==> src/rtl/vend_controller.sv <==
// Vending-machine transaction controller.
// Turns rising edges of the divider output into one-cycle second ticks, accumulates
// coin credit, dispenses once the price is met and refunds on cancel or inactivity.
// Dispense/refund indications are held for HOLD_S seconds before returning to idle.
module vend_controller #(
    parameter int unsigned CW        = 8,
    parameter int unsigned PRICE     = 35,
    parameter int unsigned TIMEOUT_S = 10,
    parameter int unsigned HOLD_S    = 3
) (
    input  logic          clk,
    input  logic          rst,
    input  logic          clk_div,
    input  logic          coin_5,
    input  logic          coin_10,
    input  logic          coin_25,
    input  logic          cancel,
    output logic [CW-1:0] credit,
    output logic          dispense,
    output logic          refund,
    output logic [CW-1:0] change_out,
    output logic          coin_reject,
    output logic          busy
);

    localparam int unsigned MaxS = (TIMEOUT_S > HOLD_S) ? TIMEOUT_S : HOLD_S;
    localparam int unsigned SW   = $clog2(MaxS + 1);

    localparam logic [SW-1:0] TimeoutCnt = SW'(TIMEOUT_S);
    localparam logic [SW-1:0] HoldCnt    = SW'(HOLD_S);
    localparam logic [CW-1:0] PriceCw    = CW'(PRICE);

    typedef enum logic [1:0] {
        StIdle,
        StCollect,
        StDispense,
        StReturn
    } state_e;

    state_e        state_q;
    logic          clk_div_q;
    logic [SW-1:0] sec_cnt_q;

    logic          tick;
    logic          coin_any;
    logic [CW:0]   coin_sum;
    logic [CW:0]   credit_raw;
    logic [CW-1:0] credit_sat;
    logic [SW-1:0] sec_inc;

    // Tick detection, coin summation and saturating credit update.
    always_comb begin
        tick     = clk_div & ~clk_div_q;
        coin_any = coin_5 | coin_10 | coin_25;
        coin_sum = '0;
        if (coin_5) begin
            coin_sum = coin_sum + (CW+1)'(5);
        end
        if (coin_10) begin
            coin_sum = coin_sum + (CW+1)'(10);
        end
        if (coin_25) begin
            coin_sum = coin_sum + (CW+1)'(25);
        end
        credit_raw = {1'b0, credit} + coin_sum;
        // Carry out of the CW-bit range means the credit saturates at all-ones.
        credit_sat = credit_raw[CW] ? {CW{1'b1}} : credit_raw[CW-1:0];
        sec_inc    = sec_cnt_q + SW'(1);
    end

    // Divider edge register.
    always_ff @(posedge clk or posedge rst) begin
        if (rst) begin
            clk_div_q <= 1'b0;
        end else begin
            clk_div_q <= clk_div;
        end
    end

    // Transaction FSM with registered outputs.
    always_ff @(posedge clk or posedge rst) begin
        if (rst) begin
            state_q     <= StIdle;
            sec_cnt_q   <= '0;
            credit      <= '0;
            dispense    <= 1'b0;
            refund      <= 1'b0;
            change_out  <= '0;
            coin_reject <= 1'b0;
            busy        <= 1'b0;
        end else begin
            coin_reject <= 1'b0;
            case (state_q)
                StIdle: begin
                    if (coin_any) begin
                        credit    <= credit_sat;
                        sec_cnt_q <= '0;
                        state_q   <= StCollect;
                    end
                end
                StCollect: begin
                    credit <= credit_sat;
                    if (credit_sat >= PriceCw) begin
                        state_q    <= StDispense;
                        change_out <= credit_sat - PriceCw;
                        dispense   <= 1'b1;
                        busy       <= 1'b1;
                        sec_cnt_q  <= '0;
                    end else if (cancel) begin
                        // A coin arriving together with cancel is refunded too.
                        state_q    <= StReturn;
                        change_out <= credit_sat;
                        refund     <= 1'b1;
                        busy       <= 1'b1;
                        sec_cnt_q  <= '0;
                    end else if (coin_any) begin
                        // Coin activity restarts the inactivity window, even on a tick.
                        sec_cnt_q <= '0;
                    end else if (tick) begin
                        if (sec_inc == TimeoutCnt) begin
                            state_q    <= StReturn;
                            change_out <= credit;
                            refund     <= 1'b1;
                            busy       <= 1'b1;
                            sec_cnt_q  <= '0;
                        end else begin
                            sec_cnt_q <= sec_inc;
                        end
                    end
                end
                StDispense, StReturn: begin
                    if (coin_any) begin
                        coin_reject <= 1'b1;
                    end
                    if (tick) begin
                        if (sec_inc == HoldCnt) begin
                            state_q    <= StIdle;
                            credit     <= '0;
                            change_out <= '0;
                            dispense   <= 1'b0;
                            refund     <= 1'b0;
                            busy       <= 1'b0;
                            sec_cnt_q  <= '0;
                        end else begin
                            sec_cnt_q <= sec_inc;
                        end
                    end
                end
                default: begin
                    state_q <= StIdle;
                end
            endcase
        end
    end

endmodule

==> config.mk <==
export PLATFORM = sky130hd
export DESIGN_NAME = vend_controller
export DESIGN_NICKNAME = d
export VERILOG_FILES = /design/src/rtl/vend_controller.sv
export SDC_FILE = /design/constraint.sdc
export NUM_CORES = 1
export LEC_CHECK = 0
export BUFFER_PORTS_ARGS = -buffer_cell sky130_fd_sc_hd__buf_2
export CAP_MARGIN = 10
export CORE_ASPECT_RATIO = 0.8
export CORE_MARGIN = 5
export CORE_UTILIZATION = 30
export CTS_BUF_LIST = sky130_fd_sc_hd__clkbuf_2 sky130_fd_sc_hd__clkbuf_4 sky130_fd_sc_hd__clkbuf_8
export DETAILED_ROUTE_END_ITERATION = 8
export MAX_ROUTING_LAYER = met4
export PLACE_DENSITY_LB_ADDON = 0.05
export REMOVE_ABC_BUFFERS = 1
export SKIP_CTS_REPAIR_TIMING = 1
export SLEW_MARGIN = 20
export SYNTH_ARGS = -nofsm -noshare
export SYNTH_HDL_FRONTEND = slang
export SYNTH_SLANG_ARGS = --single-unit
==> constraint.sdc <==
create_clock -name clk -period 6.9 [get_ports clk]
set_input_delay 0.345 -clock clk [delete_from_list [all_inputs] [get_ports clk]]
set_output_delay 0.345 -clock clk [all_outputs]
set_load 0.05 [all_outputs]
* Word-level counts from Yosys, hierarchy flattened
Cells that the tools add are included. Widths: inputs -> output; s select.
Operators by class: $add $sub $neg 5, magnitude comparators 1, equal/unequal tests 17, multiplexer cells 46, bitwise gates (word level) 4, reduce and logical (&&, ||, !) cells 9
Operators by type and width (number):
- $mux 8 | 9
- $mux 4 | 8
- $pmux 8 s3 | 1
- $mux 9 | 2
- $mux 2 | 8
- $pmux 8 s2 | 1
- $ne 4x4->1 const B | 3
- $pmux 4 s3 | 1
- $reduce_and 6->1 | 2
- $mux 1 | 11
- $ne 2x2->1 const B | 5
- $add 8x9->9 | 1
- $add 9x4->9 const B | 1
- $add 9x5->9 const B | 1
- $ne 3x3->1 const B | 3
- $ge 8x6->1 const B | 1
- $sub 8x6->8 const B | 1
- $reduce_and 7->1 | 1
- $pmux 1 s2 | 3
- $pmux 2 s3 | 1
- $reduce_and 3->1 | 2
- $ne 5x5->1 const B | 1
- $add 4x1->4 const B | 1
- $eq 2x2->1 const B | 2
- 11 further kinds | 12
Word-level totals: register bits after elaboration 27, input bits 7, output and inout port bits 20, word-level logic and storage cells 91

* Logic depth before layout (Yosys ltp)
Gate-level depths: netlist of the first run.
depth after elaboration 10, mapped depth 20, gate-level depth less buffers 18

* Least setup slack after synthesis of the first run
No wires, ideal clock.
kind input port to flip-flop, from input port coin_25, to register change_out[4], data arrival time 3.582 ns, data required time 6.778 ns, setup slack 3.197 ns, stages on the path 18, path buffers 2, cell sequence clkbuf_1 -> xor2_1 -> ha_1 -> inv_1 -> fa_1 -> nand2b_1 -> a211oi_2 -> o221ai_1 -> nand2b_1 -> ha_1 -> inv_1 -> a32oi_2 -> o22ai_2 -> nand3_4 -> buf_12 -> nor2_1 -> a211o_1 -> a32o_1
Between the ends: word-level cells in the longest chain between the ends 6
Ends and longest elaborated chain:
- start, declared | RTL line 16 | input logic coin_25,
- $mux 9 | RTL line 62 | if (coin_25) begin
- $add 8x9->9 | RTL line 65 | credit_raw = {1'b0, credit} + coin_sum;
- $mux 8 | RTL line 67 | credit_sat = credit_raw[CW] ? {CW{1'b1}} : credit_raw[CW-1:0];
- $ge 8x6->1, or another cell as far along | RTL line 103 | if (credit_sat >= PriceCw) begin
- $ne 4x4->1 (no line) / $mux 8 (equally long branches)
- $reduce_and 6->1 (no line) / $pmux 8 s2 (equally long branches)
- end signal, assigned | RTL line 105 | change_out <= credit_sat - PriceCw;
- end signal, assigned | RTL line 112 | change_out <= credit_sat;
- end signal, assigned | RTL line 122 | change_out <= credit;
- end, declared | RTL line 21 | output logic [CW-1:0] change_out,
Parallel ways exist; a longest one is shown, timed or not. A chain may end at the register's enable or synchronous reset.

* Worst setup path after layout of the first run
from input port coin_5, to register change_out[4]
Between the ends: word-level cells in the longest chain between the ends 10
Ends and longest elaborated chain:
- start, declared | RTL line 14 | input logic coin_5,
- $mux 3 | RTL line 56 | if (coin_5) begin
- $add 9x4->9 | RTL line 60 | coin_sum = coin_sum + (CW+1)'(10);
- $mux 9 | RTL line 59 | if (coin_10) begin
- $add 9x5->9 | RTL line 63 | coin_sum = coin_sum + (CW+1)'(25);
- $mux 9 | RTL line 62
- $add 8x9->9 | RTL line 65
- $mux 8 | RTL line 67
- $ge 8x6->1, or another cell as far along | RTL line 103
- $ne 4x4->1 (no line) / $mux 8 (equally long branches)
- $reduce_and 6->1 (no line) / $pmux 8 s2 (equally long branches)
Parallel ways exist; a longest one is shown, timed or not.

==> results of run 1 <==
worst max-delay path, delay by kind of cell:
kind / cells / cell delay (ps)
AOI/OAI and AO/OA: 7 / 1790
and+or+nand+nor: 6 / 1170
adders and majority gates: 3 / 760
buffers and inverters: 3 / 310
path summary, 6_finish.rpt:
check / from / end / cells past startpoint
min: rst / busy$_DFFE_PP0P_ / 2
max in group asynchronous: rst / credit[1]$_DFFE_PP0P_ / 2
max reg2reg: credit[0]$_DFFE_PP0P_ / change_out[4]$_DFFE_PP0P_ / 15
min in group clk: clk_div / clk_div_q$_DFF_PP0_ / 1
max: coin_5 / change_out[4]$_DFFE_PP0P_ / 19
min reg2reg: change_out[3]$_DFFE_PP0P_ / change_out[3]$_DFFE_PP0P_ / 2
synth_stat cells, types with 4 or more instances:
master,count
nor3_1,8
clkbuf_1,7
inv_1,11
nand2_1,29
a22o_1,4
o31ai_1,9
ha_1,14
nand2b_1,12
nor2b_1,8
nor2_1,27
dfrtp_1,27
a211oi_1,6
o21ai_0,12
a21oi_1,12
and2_1,4
a21o_1,4
stage by stage:
step	utilization	std cells	hold slack (ps)
after global routing	0.3381	368	168.5
final	0.3381	368	115.3
after global placement	0.3306	364	480.3
after floorplan	-	247	376.4
after detailed placement	0.3306	364	469.6
after CTS	0.3369	368	186.4
state kept, by name, indices dropped and copies added (netlist names):
name and count:
credit 8, busy 1, clk_div_q 1, dispense 1, state_q 2, sec_cnt_q 4, coin_reject 1, change_out 8
refund 1
logic make-up after synthesis:
logic type	Yosys count
XOR/XNOR	4
flip-flops	27
adder cells (fa/ha/maj)	15
AND/OR/NAND/NOR	107
AO/OA/AOI/OAI	80
multiplexers	3
buffers and inverters	23
power by group:
part           total, mW  switching [mW]  internal [mW]  leakage [nW]
sequential         0.264          0.0569          0.207         0.353
clock             0.0940          0.0534         0.0406        0.0255
combinational      0.694           0.470          0.224         0.745
total               1.05           0.581          0.472          1.12
metal layers:
metal | vias to the layer above | wire, microns
li1 | 987 | -
met1 | 883 | 3237
met2 | 35 | 2201
met3 | 2 | 202
met4 | 0 | 19
met5 | - | 0
layout make-up:
type / instances / area (sq um) / share of cell area
repair buffers: 27 / 137.6 / 0.05533
clock inverters: 1 / 5.005 / 0.002012
flip-flops and latches: 27 / 675.6 / 0.2716
well taps: 90 / 112.6 / 0.04527
clock buffers: 3 / 41.29 / 0.01660
multi-input cells: 209 / 1474 / 0.5926
inverters: 11 / 41.29 / 0.01660
==> impl_metrics.csv, run 1 <==
group,metric,value,unit
clocking,clkLatencyLatePin,280,ps
clocking,cts_buffers,3,
floorplanning,core-area,7357,sq um
floorplanning,io_pins,27,
cells_and_area,mostFrequentLayoutCells,"nand2_1, nor2_1, dfrtp_1, buf_2, ha_1",
synth,synth_top_family_by_area,"compound AO/OA/AOI/OAI gates",
synth,yosysUniqueCellTypes,59,
drt,via_count,1907,
critical_path,setup.worst_path.class,"in2reg",
drt,viasPerCell,5.182,
synth,synthSimpleGateAreaFrac,0.2391,
cells_and_area,stdcell_area,2487,sq um
synth,netlist_area,2261,sq um
drt,drt-initial-drc-count,75,
timing,timing_hold_violations_final,0,
grt,first_global_vias,1819,
synth,syn_avg_cell_area,8.729,sq um
placed_design,dp_hpwl,4.349,mm
placed_design,io_buffers,26,
drt,antenna_left,0,
floorplanning,start_util,0.3073,
synth,async_reset_ff_frac,1.000,
cells_and_area,layout_commonest_cell,"nand2_1",
timing,maxSlewHeadroom,0.4329,
grt,antenna_found_initial,0,
pwr,p_per_area,423.0,nW/um^2
timing,fin_setup_tns,0,ps
floorplanning,chipWidth,107.1,microns
synth,synth_edf_count,0,
critical_path,r2r_slack,2770,ps
timing,min_period_over_period,0.6098,
synth,synth-compound-area-share,0.2916,
clocking,h-tree-depth,1,
critical_path,cp_max_fo,20,
critical_path,critical-path-max-stage-delay,490,ps
timing,rsz0062_at_grt,"false",
critical_path,crit_required,7070,ps
critical_path,path_cells,"buf_2, inv_1, ha_1, nand2_1, o21ai_0, inv_1, fa_1, nand2b_1, a211oi_2, o221ai_1, nand2b_1, ha_1, nor3_1, a32oi_2, o22ai_2, nand3_4, o221ai_4, nor2_2, a32o_1",
cells_and_area,drive_above_1_share,0.1871,
grt,grt-busiest-layer,"met1",
pwr,static-leakage-power,1.123,nW
synth,ys_seq_area_frac,0.2988,
clocking,tritoncts,"built",
synth,syn_inst,259,
grt,use_met2,0.1834,
cells_and_area,layout-area-overhead-vs-synth,10.02,%
cells_and_area,n_fill_cell,783,
critical_path,worst_ep_arrival_time,4380,ps
synth,synthMuxAreaShare,0.01328,
grt,met3_usage,0.02800,
floorplanning,die_area,9383,sq um
floorplanning,die_y,87.65,microns
drt,dr.pass1.iters,4,
placed_design,place_area,2432,sq um
worst_hold_path,hold_path_class,"in2async",
timing,setup_viol,0,
synth,synth_largest_area_cell,"dfrtp_1",
floorplanning,row_count,28,
timing,fin_skew,5.162,ps
drt,finalWirelength,5.661,mm
cells_and_area,antenna_cells,0,
synth,yosysWarnings,0,
synth,ys_seq_elements,27,
grt,grt-ovfl-total,0,
grt,use_met1,0.2022,
clocking,clk_root_buffer_cell,"clkbuf_8",
timing,worst_slack,2692,ps
timing,maxSlewViolCount,0,
critical_path,start_kind,"input port",
timing,fmax,237.7,MHz
timing,tightest_slew,841.7,ps
grt,grt_pass1_wl,9.715,mm
synth,ys.flop_type,"dfrtp_1",
grt,grtUsageTotal,0.1322,
drt,post_drt_wl_per_cell,15.38,microns
pwr,ir_drop,117.4,uV
critical_path,worst_setup_path_end_kind,"register",
synth,synth_top_area_share,0.2988,
placed_design,place_ws,2409,ps
clocking,clkTransAtPathRegs,100,ps
drt,drc,0,
grt,grt_max_degree,29,
synth,ys_top_cells_by_area,"dfrtp_1, ha_1, nand2_1",
placed_design,gp_congestion,0.7725,
status,status,"finished, final reports clean",
synth,synth_xor_area_frac,0.01550,
cells_and_area,nets,301,
pwr,p_total,1.052,mW
critical_path,cpMaxStageDelayCell,"o221ai_4",
clocking,cts_sinks,27,
timing,period_minus_slack,4208,ps
synth,synth_adder_area_share,0.08633,
clocking,cts_buffer_depth,2,
run,maxCapViolCount,0,
Power figures use the tool's default switching activity.
==> run 2, diff against run 1 <==
--- a/config.mk
+++ b/config.mk
@@ -5,6 +5,7 @@
 export SDC_FILE = /design/constraint.sdc
 export NUM_CORES = 1
 export LEC_CHECK = 0
+export ABC_AREA = 1
 export BUFFER_PORTS_ARGS = -buffer_cell sky130_fd_sc_hd__buf_2
 export CAP_MARGIN = 10
 export CORE_ASPECT_RATIO = 0.8
==> constraint.sdc (replaced) <==
create_clock -name clk -period 4.4 [get_ports clk]
set_input_delay 0.22 -clock clk [delete_from_list [all_inputs] [get_ports clk]]
set_output_delay 0.22 -clock clk [all_outputs]
set_load 0.05 [all_outputs]
==> impl_metrics.csv, run 2 <==
group,metric,value,unit
synth,synth_top_area_share,0.3175,
worst_hold_path,hold_path_class,"in2async",
clocking,clk_root_buffer_cell,"clkbuf_8",
timing,worst_slack,1230,ps
status,status,"complete, but fails checks",
timing,fin_hold_ws,-3.421,ps
timing,period_minus_slack,3170,ps
critical_path,timing.rr.start,"credit[0]$_DFFE_PP0P_",
synth,async_reset_ff_frac,1.000,
placed_design,place_area,2367,sq um
clocking,h-tree-depth,1,
synth,syn_inst,302,
critical_path,crit_start,"credit[0]$_DFFE_PP0P_",
clocking,cts_sinks,27,
grt,grt_max_degree,28,
drt,viasPerCell,4.547,
clocking,cts_buffer_depth,2,
synth,yosysWarnings,0,
placed_design,io_buffers,26,
timing,tightest_slew,593.7,ps
critical_path,cp-endpoint,"change_out[5]$_DFFE_PP0P_",
drt,finalWirelength,5.533,mm
cells_and_area,drive_above_1_share,0.1627,
timing,maxSlewHeadroom,0.6036,
critical_path,r2r-end,"change_out[5]$_DFFE_PP0P_",
floorplanning,row_count,27,
placed_design,dp_hpwl,4.404,mm
run,maxCapViolCount,0,
synth,ys_seq_area_frac,0.3175,
drt,post_drt_wl_per_cell,13.21,microns
drt,antenna_left,0,
floorplanning,core-area,6892,sq um
synth,yosys-top-cells-count,"nand2_1, inv_1, dfrtp_1",
critical_path,start_kind,"register",
cells_and_area,nets,355,
clocking,tritoncts,"built",
cells_and_area,antenna_cells,0,
pwr,static-leakage-power,1.360,nW
clocking,cts_buffers,3,
grt,antenna_found_initial,0,
timing,rsz0062_at_grt,"false",
synth,yosysMostFrequentCell,"nand2_1",
drt,drt-initial-drc-count,74,
timing,maxSlewViolCount,0,
clocking,clkTransAtPathRegs,90,ps
grt,grtUsageTotal,0.1347,
grt,grt-ovfl-total,0,
pwr,p_per_area,730.4,nW/um^2
critical_path,r2r_slack,1230,ps
synth,ys_seq_elements,27,
synth,ys_top_cells_by_area,"dfrtp_1, nand2_1, inv_1",
critical_path,rr_worst_depth,19,
grt,grt_pass1_wl,9.653,mm
drt,via_count,1905,
synth,ys.flop_type,"dfrtp_1",
critical_path,cp_max_fo,9,
synth,yosysUniqueCellTypes,30,
clocking,clkLatencyLatePin,270,ps
floorplanning,io_pins,27,
drt,drc,0,
cells_and_area,mostFrequentLayoutCells,"nand2_1, inv_1, dfrtp_1, buf_2, nor2_1",
cells_and_area,layout_commonest_cell,"nand2_1",
synth,synth_edf_count,0,
floorplanning,die_y,85.34,microns
timing,fin_skew,2.708,ps
critical_path,setup.worst_path.class,"reg2reg",
cells_and_area,stdcell_area,2416,sq um
synth,synth_largest_area_cell,"dfrtp_1",
pwr,p_total,1.765,mW
timing,setup_viol,0,
placed_design,place_ws,952.6,ps
status,violations,"negative hold slack",
cells_and_area,layout-area-overhead-vs-synth,13.52,%
grt,first_global_vias,1877,
critical_path,worst_setup_path_end_kind,"register",
cells_and_area,n_fill_cell,735,
cells_and_area,multiInputGateArea,1250,sq um
floorplanning,start_util,0.3088,
synth,netlist_area,2128,sq um
pwr,ir_drop,279.8,uV
floorplanning,die_area,8889,sq um
synth,syn_avg_cell_area,7.047,sq um
drt,dr.pass1.iters,4,
timing,fmax,315.5,MHz
critical_path,crit_required,4580,ps
timing,timing_hold_violations_final,3,
critical_path,worst_ep_arrival_time,3350,ps
floorplanning,chipWidth,104.2,microns
timing,fin_setup_tns,0,ps
cells_and_area,top_regs,"change_out x8, credit x8, sec_cnt_q x4",
timing,min_period_over_period,0.7204,
placed_design,gp_congestion,0.8552,
cells_and_area,seq_area,675.6,sq um
run 2: layer usage:
layer	vias to the layer above	GRT usage	wire, microns
li1	1020	-	-
met1	847	0.2077	3101
met2	36	0.1846	2150
met3	2	0.02738	270
met4	0	0.01294	10
met5	-	-	0
run 2: cell families (layout without fill, tap and decap cells):
family          Yosys count  count (layout)  share of synthesized area
compound gates           41              41                     0.1229
fa+ha+maj                15              15                    0.09171
xor+xnor                  7               7                    0.02881
flops                    27              27                     0.3175
simple gates            158             158                     0.3439
buf+inv                  54              84                    0.09524
run 2: area by class of cell:
class	instances	area share
multi-input cells	221	0.5173
flip-flops and latches	27	0.2796
inverters	54	0.08389
repair buffers	26	0.05386
well taps	87	0.04505
clock buffers	4	0.02020
run 2: worst max-delay path, stage by stage (launching register included):
cell     delay, ps
dfrtp_1        430
ha_1           250
inv_1           70
fa_1           210
inv_1           50
nand3_1         90
nand2_2        100
a21oi_4        300
inv_1           80
nor2_1         180
inv_1           70
ha_1           220
nor2_1         160
nand4_2        180
nand2_4        180
nand3_2        140
nand3_2        220
inv_2           40
nand2_1         60
nand2_1         40
run 2: worst min path at each step:
stage / startpoint / endpoint / slack (ps)
after floorplan: clk_div / clk_div_q$_DFF_PP0_ / 250
after global placement: clk_div / clk_div_q$_DFF_PP0_ / 350
after detailed placement: rst / busy$_DFFE_PP0P_ / 340
after CTS: rst / busy$_DFFE_PP0P_ / 30
after global routing: rst / busy$_DFFE_PP0P_ / 50
final: rst / busy$_DFFE_PP0P_ / -3
run 2: power breakdown:
group | leakage (nW) | internal [mW] | switching [mW]
Sequential | 0.354 | 0.335 | 0.0786
Combinational | 0.980 | 0.348 | 0.851
Clock | 0.0262 | 0.0712 | 0.0800
run 2: metrics by stage:
step,instances,hold WS [ps],utilization
6_report,419,-3.421,0.3506
5_1_grt,419,48.66,0.3506
4_1_cts,419,34.01,0.3506
3_5_place_dp,415,342.7,0.3435
3_3_place_gp,415,347.1,0.3435
2_1_floorplan,302,251.4,-
